$ cat src/rtl/wave_seq_pkg.sv
// wave_seq_pkg: shared shape codes, segment-entry field layout and sequencer state encoding.
// Entry layout (ENTRY_W = 50): [49:48] shape, [47:32] frequency code,
// [31:24] amplitude %, [23:16] duty %, [15:0] dwell in ms.
package wave_seq_pkg;
  localparam int ENTRY_W   = 50;
  localparam int SHAPE_LSB = 48;
  localparam int SHAPE_W   = 2;
  localparam int FREQ_LSB  = 32;
  localparam int FREQ_W    = 16;
  localparam int AMP_LSB   = 24;
  localparam int AMP_W     = 8;
  localparam int DUTY_LSB  = 16;
  localparam int DUTY_W    = 8;
  localparam int DWELL_LSB = 0;
  localparam int DWELL_W   = 16;
  typedef enum logic [1:0] {
    SH_OFF  = 2'd0,
    SH_RECT = 2'd1,
    SH_SAW  = 2'd2,
    SH_TRI  = 2'd3
  } shape_e;
  typedef enum logic [1:0] {
    S_IDLE = 2'd0,
    S_LOAD = 2'd1,
    S_RUN  = 2'd2,
    S_DONE = 2'd3
  } state_e;
endpackage

$ cat src/rtl/ms_prescaler.sv
// ms_prescaler: divides clk down to a one-cycle tick every CLK_PER_MS enabled cycles.
// Ports: clk, rst_n (async, active low); clr forces the count to 0;
// en advances the count; tick is high on the last enabled cycle of each ms.
module ms_prescaler #(
  parameter int CLK_PER_MS = 100000
) (
  input  logic clk,
  input  logic rst_n,
  input  logic clr,
  input  logic en,
  output logic tick
);
  localparam int CW = CLK_PER_MS > 1 ? $clog2(CLK_PER_MS) : 1;
  logic [CW-1:0] cnt;
  assign tick = en && cnt == CW'(CLK_PER_MS - 1);
  always_ff @(posedge clk or negedge rst_n)
    if (!rst_n) cnt <= '0;
    else if (clr || tick) cnt <= '0;
    else if (en) cnt <= cnt + CW'(1);
endmodule

$ cat src/rtl/wave_sequencer.sv
// wave_sequencer: plays a programmable table of waveform segments onto the rect/saw/tri generators.
// Ports: clk, rst_n (async, active low); wr_en/wr_addr/wr_data write one table entry;
// num_entries (sampled at start) and loop_en (live) shape playback; start/stop are
// single-cycle requests. Outputs: one-hot-or-zero generator enables on_rect/on_saw/on_tri,
// registered config frequency/amplitude/duty_cycle, cur_index, busy (LOAD or RUN) and a
// one-cycle done pulse at the end of a non-looping sequence.
module wave_sequencer
  import wave_seq_pkg::*;
#(
  parameter  int DEPTH      = 8,
  parameter  int CLK_PER_MS = 100000,
  localparam int AW         = $clog2(DEPTH)
) (
  input  logic               clk,
  input  logic               rst_n,
  input  logic               wr_en,
  input  logic [AW-1:0]      wr_addr,
  input  logic [ENTRY_W-1:0] wr_data,
  input  logic [AW:0]        num_entries,
  input  logic               loop_en,
  input  logic               start,
  input  logic               stop,
  output logic               on_rect,
  output logic               on_saw,
  output logic               on_tri,
  output logic [15:0]        frequency,
  output logic [7:0]         amplitude,
  output logic [7:0]         duty_cycle,
  output logic [AW-1:0]      cur_index,
  output logic               busy,
  output logic               done
);
  logic [ENTRY_W-1:0] tbl [DEPTH];
  state_e             state;
  logic [AW-1:0]      idx;
  logic [AW:0]        cnt;
  logic [15:0]        dwell;
  logic               tick;
  logic [ENTRY_W-1:0] ent;
  shape_e             shape;
  logic [15:0]        ent_dwell;
  assign ent       = tbl[idx];
  assign shape     = shape_e'(ent[SHAPE_LSB +: SHAPE_W]);
  assign ent_dwell = ent[DWELL_LSB +: DWELL_W];
  // The prescaler only runs in RUN and restarts from 0 every time a segment loads,
  // so each segment's on-time is exactly dwell * CLK_PER_MS cycles.
  ms_prescaler #(.CLK_PER_MS(CLK_PER_MS)) u_prescaler (
    .clk  (clk),
    .rst_n(rst_n),
    .clr  (state != S_RUN),
    .en   (state == S_RUN),
    .tick (tick)
  );
  // Nonblocking update means a LOAD on the written address still reads the old entry.
  always_ff @(posedge clk or negedge rst_n)
    if (!rst_n) begin
      for (int i = 0; i < DEPTH; i++) tbl[i] <= '0;
    end else if (wr_en) begin
      tbl[wr_addr] <= wr_data;
    end
  always_ff @(posedge clk or negedge rst_n)
    if (!rst_n) begin
      state      <= S_IDLE;
      idx        <= '0;
      cnt        <= '0;
      dwell      <= '0;
      on_rect    <= 1'b0;
      on_saw     <= 1'b0;
      on_tri     <= 1'b0;
      frequency  <= '0;
      amplitude  <= '0;
      duty_cycle <= '0;
      cur_index  <= '0;
      busy       <= 1'b0;
      done       <= 1'b0;
    end else begin
      done <= 1'b0;
      if (stop) begin
        state   <= S_IDLE;
        on_rect <= 1'b0;
        on_saw  <= 1'b0;
        on_tri  <= 1'b0;
        busy    <= 1'b0;
      end else begin
        case (state)
          S_IDLE:
            if (start && num_entries != '0) begin
              state <= S_LOAD;
              idx   <= '0;
              cnt   <= num_entries > (AW+1)'(DEPTH) ? (AW+1)'(DEPTH) : num_entries;
              busy  <= 1'b1;
            end
          S_LOAD: begin
            state      <= S_RUN;
            frequency  <= ent[FREQ_LSB +: FREQ_W];
            amplitude  <= ent[AMP_LSB +: AMP_W];
            duty_cycle <= ent[DUTY_LSB +: DUTY_W];
            cur_index  <= idx;
            on_rect    <= shape == SH_RECT;
            on_saw     <= shape == SH_SAW;
            on_tri     <= shape == SH_TRI;
            dwell      <= ent_dwell == '0 ? 16'd1 : ent_dwell;
          end
          S_RUN:
            if (tick) begin
              if (dwell == 16'd1) begin
                // Drop all enables for the LOAD gap so generator phases restart cleanly.
                on_rect <= 1'b0;
                on_saw  <= 1'b0;
                on_tri  <= 1'b0;
                if ({1'b0, idx} < cnt - (AW+1)'(1)) begin
                  idx   <= idx + AW'(1);
                  state <= S_LOAD;
                end else if (loop_en) begin
                  idx   <= '0;
                  state <= S_LOAD;
                end else begin
                  state <= S_DONE;
                  busy  <= 1'b0;
                  done  <= 1'b1;
                end
              end else begin
                dwell <= dwell - 16'd1;
              end
            end
          default: state <= S_IDLE;
        endcase
      end
    end
endmodule

$ cat config.mk
export PLATFORM = sky130hd
export DESIGN_NAME = wave_sequencer
export DESIGN_NICKNAME = d
export VERILOG_FILES = /design/src/rtl/wave_seq_pkg.sv /design/src/rtl/ms_prescaler.sv /design/src/rtl/wave_sequencer.sv
export SDC_FILE = /design/constraint.sdc
export NUM_CORES = 1
export LEC_CHECK = 0
export CAP_MARGIN = 20
export CORE_UTILIZATION = 60
export CTS_BUF_LIST = sky130_fd_sc_hd__clkbuf_4 sky130_fd_sc_hd__clkbuf_8
export CTS_CLUSTER_DIAMETER = 40
export DETAILED_ROUTE_END_ITERATION = 8
export PLACE_DENSITY = 0.79
export RECOVER_POWER = 50
export SLEW_MARGIN = 20
export SYNTH_ARGS = -nofsm -noshare
export SYNTH_HDL_FRONTEND = slang
export SYNTH_HIERARCHICAL = 1
export SYNTH_SLANG_ARGS = --single-unit
$ cat constraint.sdc
create_clock -name clk -period 7.5 [get_ports clk]
set_input_delay 0.75 -clock clk [delete_from_list [all_inputs] [get_ports clk]]
set_output_delay 0.75 -clock clk [all_outputs]
set_load 0.03 [all_outputs]
# Word level (Yosys, flattened, before mapping)
# Index checks and enable logic that the tools add are counted.
[totals]
ff_bits = 482
in_bits = 63
out_inout_bits = 40
elab_cells = 118
[op_classes]
n_addsub = 4
magnitude_cmp = 5
eq_ne = 18
mux = 47
bitwise = 3
reduce_logical = 19
[ops]
columns = ["op", "count"]
rows = [
  ["$bwmux 400", 1],
  ["$bmux 50 s3", 1],
  ["$demux 50 s3", 1],
  ["$mux 50", 3],
  ["$mux 16", 3],
  ["$mux 17", 2],
  ["$pmux 16 s2", 1],
  ["$ne 3x3->1 const B", 6],
  ["$add 17x1->17 const B", 1],
  ["$eq 17x17->1 const B", 1],
  ["$mux 1", 17],
  ["$eq 16x1->1 const B", 1],
  ["$logic_not 16->1", 1],
  ["$sub 16x1->16 const B", 1],
  ["$mux 3", 5],
  ["$mux 2", 6],
  ["$reduce_and 6->1", 2],
  ["$ne 2x2->1 const B", 5],
  ["$reduce_and 3->1", 3],
  ["$ge 4x4->1 const B", 2],
  ["$not 3->4", 2],
  ["$pmux 1 s2", 4],
  ["$eq 2x2->1 const B", 3],
  ["$pmux 2 s3", 1],
  ["17 further kinds", 23],
]

# Logic depth before layout (Yosys ltp)
[depth]
depth_word = 7
ltp_mapped = 13
mapped_depth_nobuf = 10

# Cells and area by module
# Netlist, hierarchy kept.
[by_module_without_submodules]
columns = ["mod", "n_inst", "cells_per_inst", "area_each_um2", "seq_area_each_um2"]
rows = [
  ["wave_sequencer", 1, 1373, 20727.4, 11636.2],
  ["ms_prescaler", 1, 90, 888.4, 425.4],
]

# Least setup slack after synthesis
# No wires, ideal clock.
[synth_path]
path_kind = "register -> register"
from = "reg state[1]"
to = "reg idx[2]"
setup_time_ns = 0.083
t_arrival_ns = 2.886
required_ns = 7.417
slack_ns = 4.531
stages_incl_launch_ff = 14
path_buffers = 3
period_less_slack_ns = 2.969
cell_sequence = "dfrtp_1 -> clkbuf_1 -> nand2b_1 -> clkbuf_1 -> inv_1 -> clkbuf_1 -> and3_1 -> nand3_1 -> nor3_1 -> nand2_1 -> nor3_1 -> a31oi_1 -> nand2b_1 -> o21ai_0"
[synth_between]
elab_chain_cells = 4
word_cells_on_any_way = 10
classes_between = "5 x eq/ne; 1 x mux; 4 x reduce/logical"
[synth_lines]
columns = ["item", "line_no", "source"]
rows = [
  ["start: declaration", "wave_sequencer.sv:34", "state_e state;"],
  ["start signal: assignment", "wave_sequencer.sv:63", "state <= S_IDLE;"],
  ["start signal: assignment", "wave_sequencer.sv:79", "state <= S_IDLE;"],
  ["start signal: assignment", "wave_sequencer.sv:88", "state <= S_LOAD;"],
  ["$eq 2x2->1", "wave_sequencer.sv:51", ".en (state == S_RUN),"],
  ["$logic_and 1x1->1", "ms_prescaler.sv:15", "assign tick = en && cnt == CW'(CLK_PER_MS - 1);"],
  ["via tick", "wave_sequencer.sv:38", "logic tick;"],
  ["$ne 2x2->1 (no source line)", "--", ""],
  ["$reduce_and 6->1 (no source line)", "--", ""],
  ["end signal: assignment", "wave_sequencer.sv:112", "idx <= idx + AW'(1);"],
  ["end: declaration", "wave_sequencer.sv:35", "logic [AW-1:0] idx;"],
]
# The timed path passes the listed nets, and every way through them passes these cells.
# A chain may end at the register's enable or synchronous reset.

# Worst setup path after layout
[layout_path]
from = "in wr_addr[1]"
to = "reg tbl[16] (netlist bit)"
[layout_between]
elab_chain_cells = 6
word_cells_on_any_way = 7
classes_between = "2 x order compare; 3 x mux; 1 x bitwise; 1 x reduce/logical"
[layout_lines]
columns = ["item", "line_no", "source"]
rows = [
  ["start: declaration", "wave_sequencer.sv:17", "input logic [AW-1:0] wr_addr,"],
  ["$not 3->4 (not written as such) *", "wave_sequencer.sv:59", "tbl[wr_addr] <= wr_data;"],
  ["$ge 4x4->1 (not written as such) / $lt 4x1->1 (equally long branches)", "wave_sequencer.sv:59", ""],
  ["$logic_and 1x1->1 (not written as such)", "wave_sequencer.sv:59", ""],
  ["$mux 50 (not written as such)", "wave_sequencer.sv:59", ""],
  ["$demux 50 s3 *", "wave_sequencer.sv:59", ""],
  ["$bwmux 400 *", "wave_sequencer.sv:59", ""],
  ["end signal: indexed assignment", "wave_sequencer.sv:59", ""],
  ["end: declaration", "wave_sequencer.sv:33", "logic [ENTRY_W-1:0] tbl [DEPTH];"],
]
# Every way passes the cells marked *; elsewhere a longest branch is shown, timed or not.

==> results.ini <==
[timing]
min_period_over_period=0.606
finalHoldViolCount=0
worst_pin_slew_ns=4.13
setup_ws_ns=2.96
rsz0062_at_grt=no
drv_slew=322
finalSetupTns_ns=0
clock.fmax_ghz=0.220
holdWs_ns=0.156
skew_ns=0.0158
setup_viol=0
period_minus_slack_ns=4.54
relSlewSlack=-1.75

[setup_path]
critPathKind=in -> reg
cpPeakStageDelay_ns=2.90
arrival_ns=5.07
crit_chain=dlygate4sd3_1 -> nand4_1 -> clkbuf_1 -> mux2_2
slowest_stage=clkbuf_1
end_kind=flip-flop
crit_path_max_fanout=50
crit_required_ns=8.02
start_kind=input port

[pwr]
power_mw=7.55
p_leak_nw=10.2
p_comb_frac=0.195
switching_power_mw=2.01
switching_share=0.266
max-vdd-ir-drop_mv=0.212
powerDensity_mw_per_mm2=304
clock_power_share=0.338
p_int_mw=5.54
p_seq_frac=0.467

[placed_design]
portBuffers=102
gp_congestion=0.872
place_area_mm2=0.0230
placed_cells=1953
post-place-ws_ns=4.13
dp_hpwl_um=24900

[final_layout]
nets=1645
fin_area_mm2=0.0248
area_growth_pct=14.9
mostFrequentLayoutCells=dfrtp_1, mux2_2, clkbuf_8
final_common_cell=dfrtp_1
drive_above_1_share=0.421
final_cells=2102
post-route-util=0.700

[synthesis]
async_flop_share=1.00
syn_inst=1463
synth_ff_type=dfrtp_1
avgSynthCellArea_um2=14.8
synth_nets=1533
synth_seq_cells=482
synth_edf_count=0
synth_area_mm2=0.0216
ys_warn_count=6
synth_cell_types=51
seq_area_frac_synth=0.558

[cts]
clock_path_buffers=3
cts.sinks=482
clkSlewWorstSetupHoldPaths_ns=0.06
ctsHoldBuffers=0
cts_setup_buffers=0
numCtsBuffers=81
cts_root_buf=clkbuf_8
cts_tree=yes
htree_levels=3
clkLatencyLatePin_ns=0.61
cts.repair.resized=0

[status]
status=complete, but fails checks
violations=max-capacitance violations, max-slew violations

[detailed_routing]
drt-initial-drc-count=695
num_vias=12785
route.detailed.drc=0
wl_per_cell_um=21.8
routed_wl_um=45700
ant_nets=0
vias_per_cell=6.08
dr.pass1.iters=5

[die]
fp.dieW_um=192
die_area_mm2=0.0368
start_util=0.609
die_h_um=192
fp-row-count=69
io_pins=103
fp.coreArea_mm2=0.0355

[global_routing]
track_usage=0.264
grt_pass1_vias=13602
antenna_found_initial=2
grt_max_degree=180
grt_pass1_wl_um=74400
overflow=0

[run]
maxCapViolations=4

[hold_path]
hold_class=in -> async

## kinds of logic (layout without fill, tap and decap cells)
kind of cell,after synthesis,in the layout,synth area share
AO/OA/AOI/OAI,109,109,0.0296
other,0,1,0
buffers and inverters,102,279,0.0198
multiplexers,552,552,0.337
AND/OR/NAND/NOR,194,194,0.0444
flip-flops,482,482,0.558
XOR/XNOR,17,17,0.00689
adder cells (fa/ha/maj),7,7,0.00405
## cells in the mapped netlist (all sizes together) (4+ instances only)
| master | n | area share |
|---|---|---|
| dfrtp | 482 | 0.56 |
| mux2 | 410 | 0.21 |
| mux4 | 100 | 0.10 |
| nand2 | 74 | 0.013 |
| o21ai | 59 | 0.014 |
| clkbuf | 52 | 0.0090 |
| mux2i | 42 | 0.019 |
| buf | 38 | 0.0087 |
| nor2 | 37 | 0.0064 |
| a21oi | 21 | 0.0049 |
| nor3 | 17 | 0.0039 |
| xnor2 | 14 | 0.0057 |
| inv | 12 | 0.0021 |
| nand3 | 12 | 0.0032 |
| nand4 | 9 | 0.0029 |
| nor4 | 9 | 0.0029 |
| ha | 7 | 0.0041 |
| nand2b | 7 | 0.0020 |
| nand3b | 6 | 0.0021 |
| a22oi | 4 | 0.0014 |
| nor3b | 4 | 0.0014 |
| o22ai | 4 | 0.0012 |
| or2 | 4 | 0.0012 |
## worst max-delay path, delay by kind of cell
| kind | cells | cell delay [ns] |
|---|---|---|
| mux | 1 | 0.59 |
| simple gates | 1 | 0.13 |
| buf+inv | 2 | 3.55 |
## cell type report
type	instances	area [µm²]
Timing Repair Buffer	119	1150
Multi-Input combinational cell	879	9150
Inverter	12	45.0
Antenna cell	1	2.50
Fill cell	2380	10700
Clock inverter	20	218
Clock buffer	128	1620
Sequential cell	482	12100
Tap cell	461	577
## state kept, by name (all words and copies together), names as in the netlist, 3 cells and up
name,flops
tbl,400
amplitude,8
dwell,16
cnt,4
cur_index,3
idx,3
frequency,16
u_prescaler/cnt,17
duty_cycle,8
## power groups by stage
stage | Combinational (mW) | Clock, mW | Sequential [mW]
2_1_floorplan | 0.962 | 0 | 3.56
3_3_place_gp | 1.43 | 0 | 3.52
3_5_place_dp | 1.48 | 0 | 3.55
4_1_cts | 1.49 | 2.62 | 3.52
5_1_grt | 1.60 | 2.73 | 3.60
6_report | 1.47 | 2.56 | 3.52
## worst paths after layout
check / end / cells past startpoint / from / slack [ns]
min: tbl[115] / 1 / rst_n / 0.16
max: tbl[16] / 4 / wr_addr[1] / 2.96
min in group clk: frequency[11] / 2 / frequency[11] / 0.48
min reg2reg: frequency[11] / 2 / frequency[11] / 0.48
max reg2reg: dwell[14] / 6 / state[1] / 3.40
max in group asynchronous: tbl[144] / 2 / rst_n / 3.58
## layer usage
metal	wire length [µm]	global-route usage	vias up
met4	729	0.0827	2
met2	22000	0.411	265
li1	-	-	5658
met5	13	0	-
met3	2130	0.0517	52
met1	20900	0.378	6808
Power figures use the tool's default switching activity.
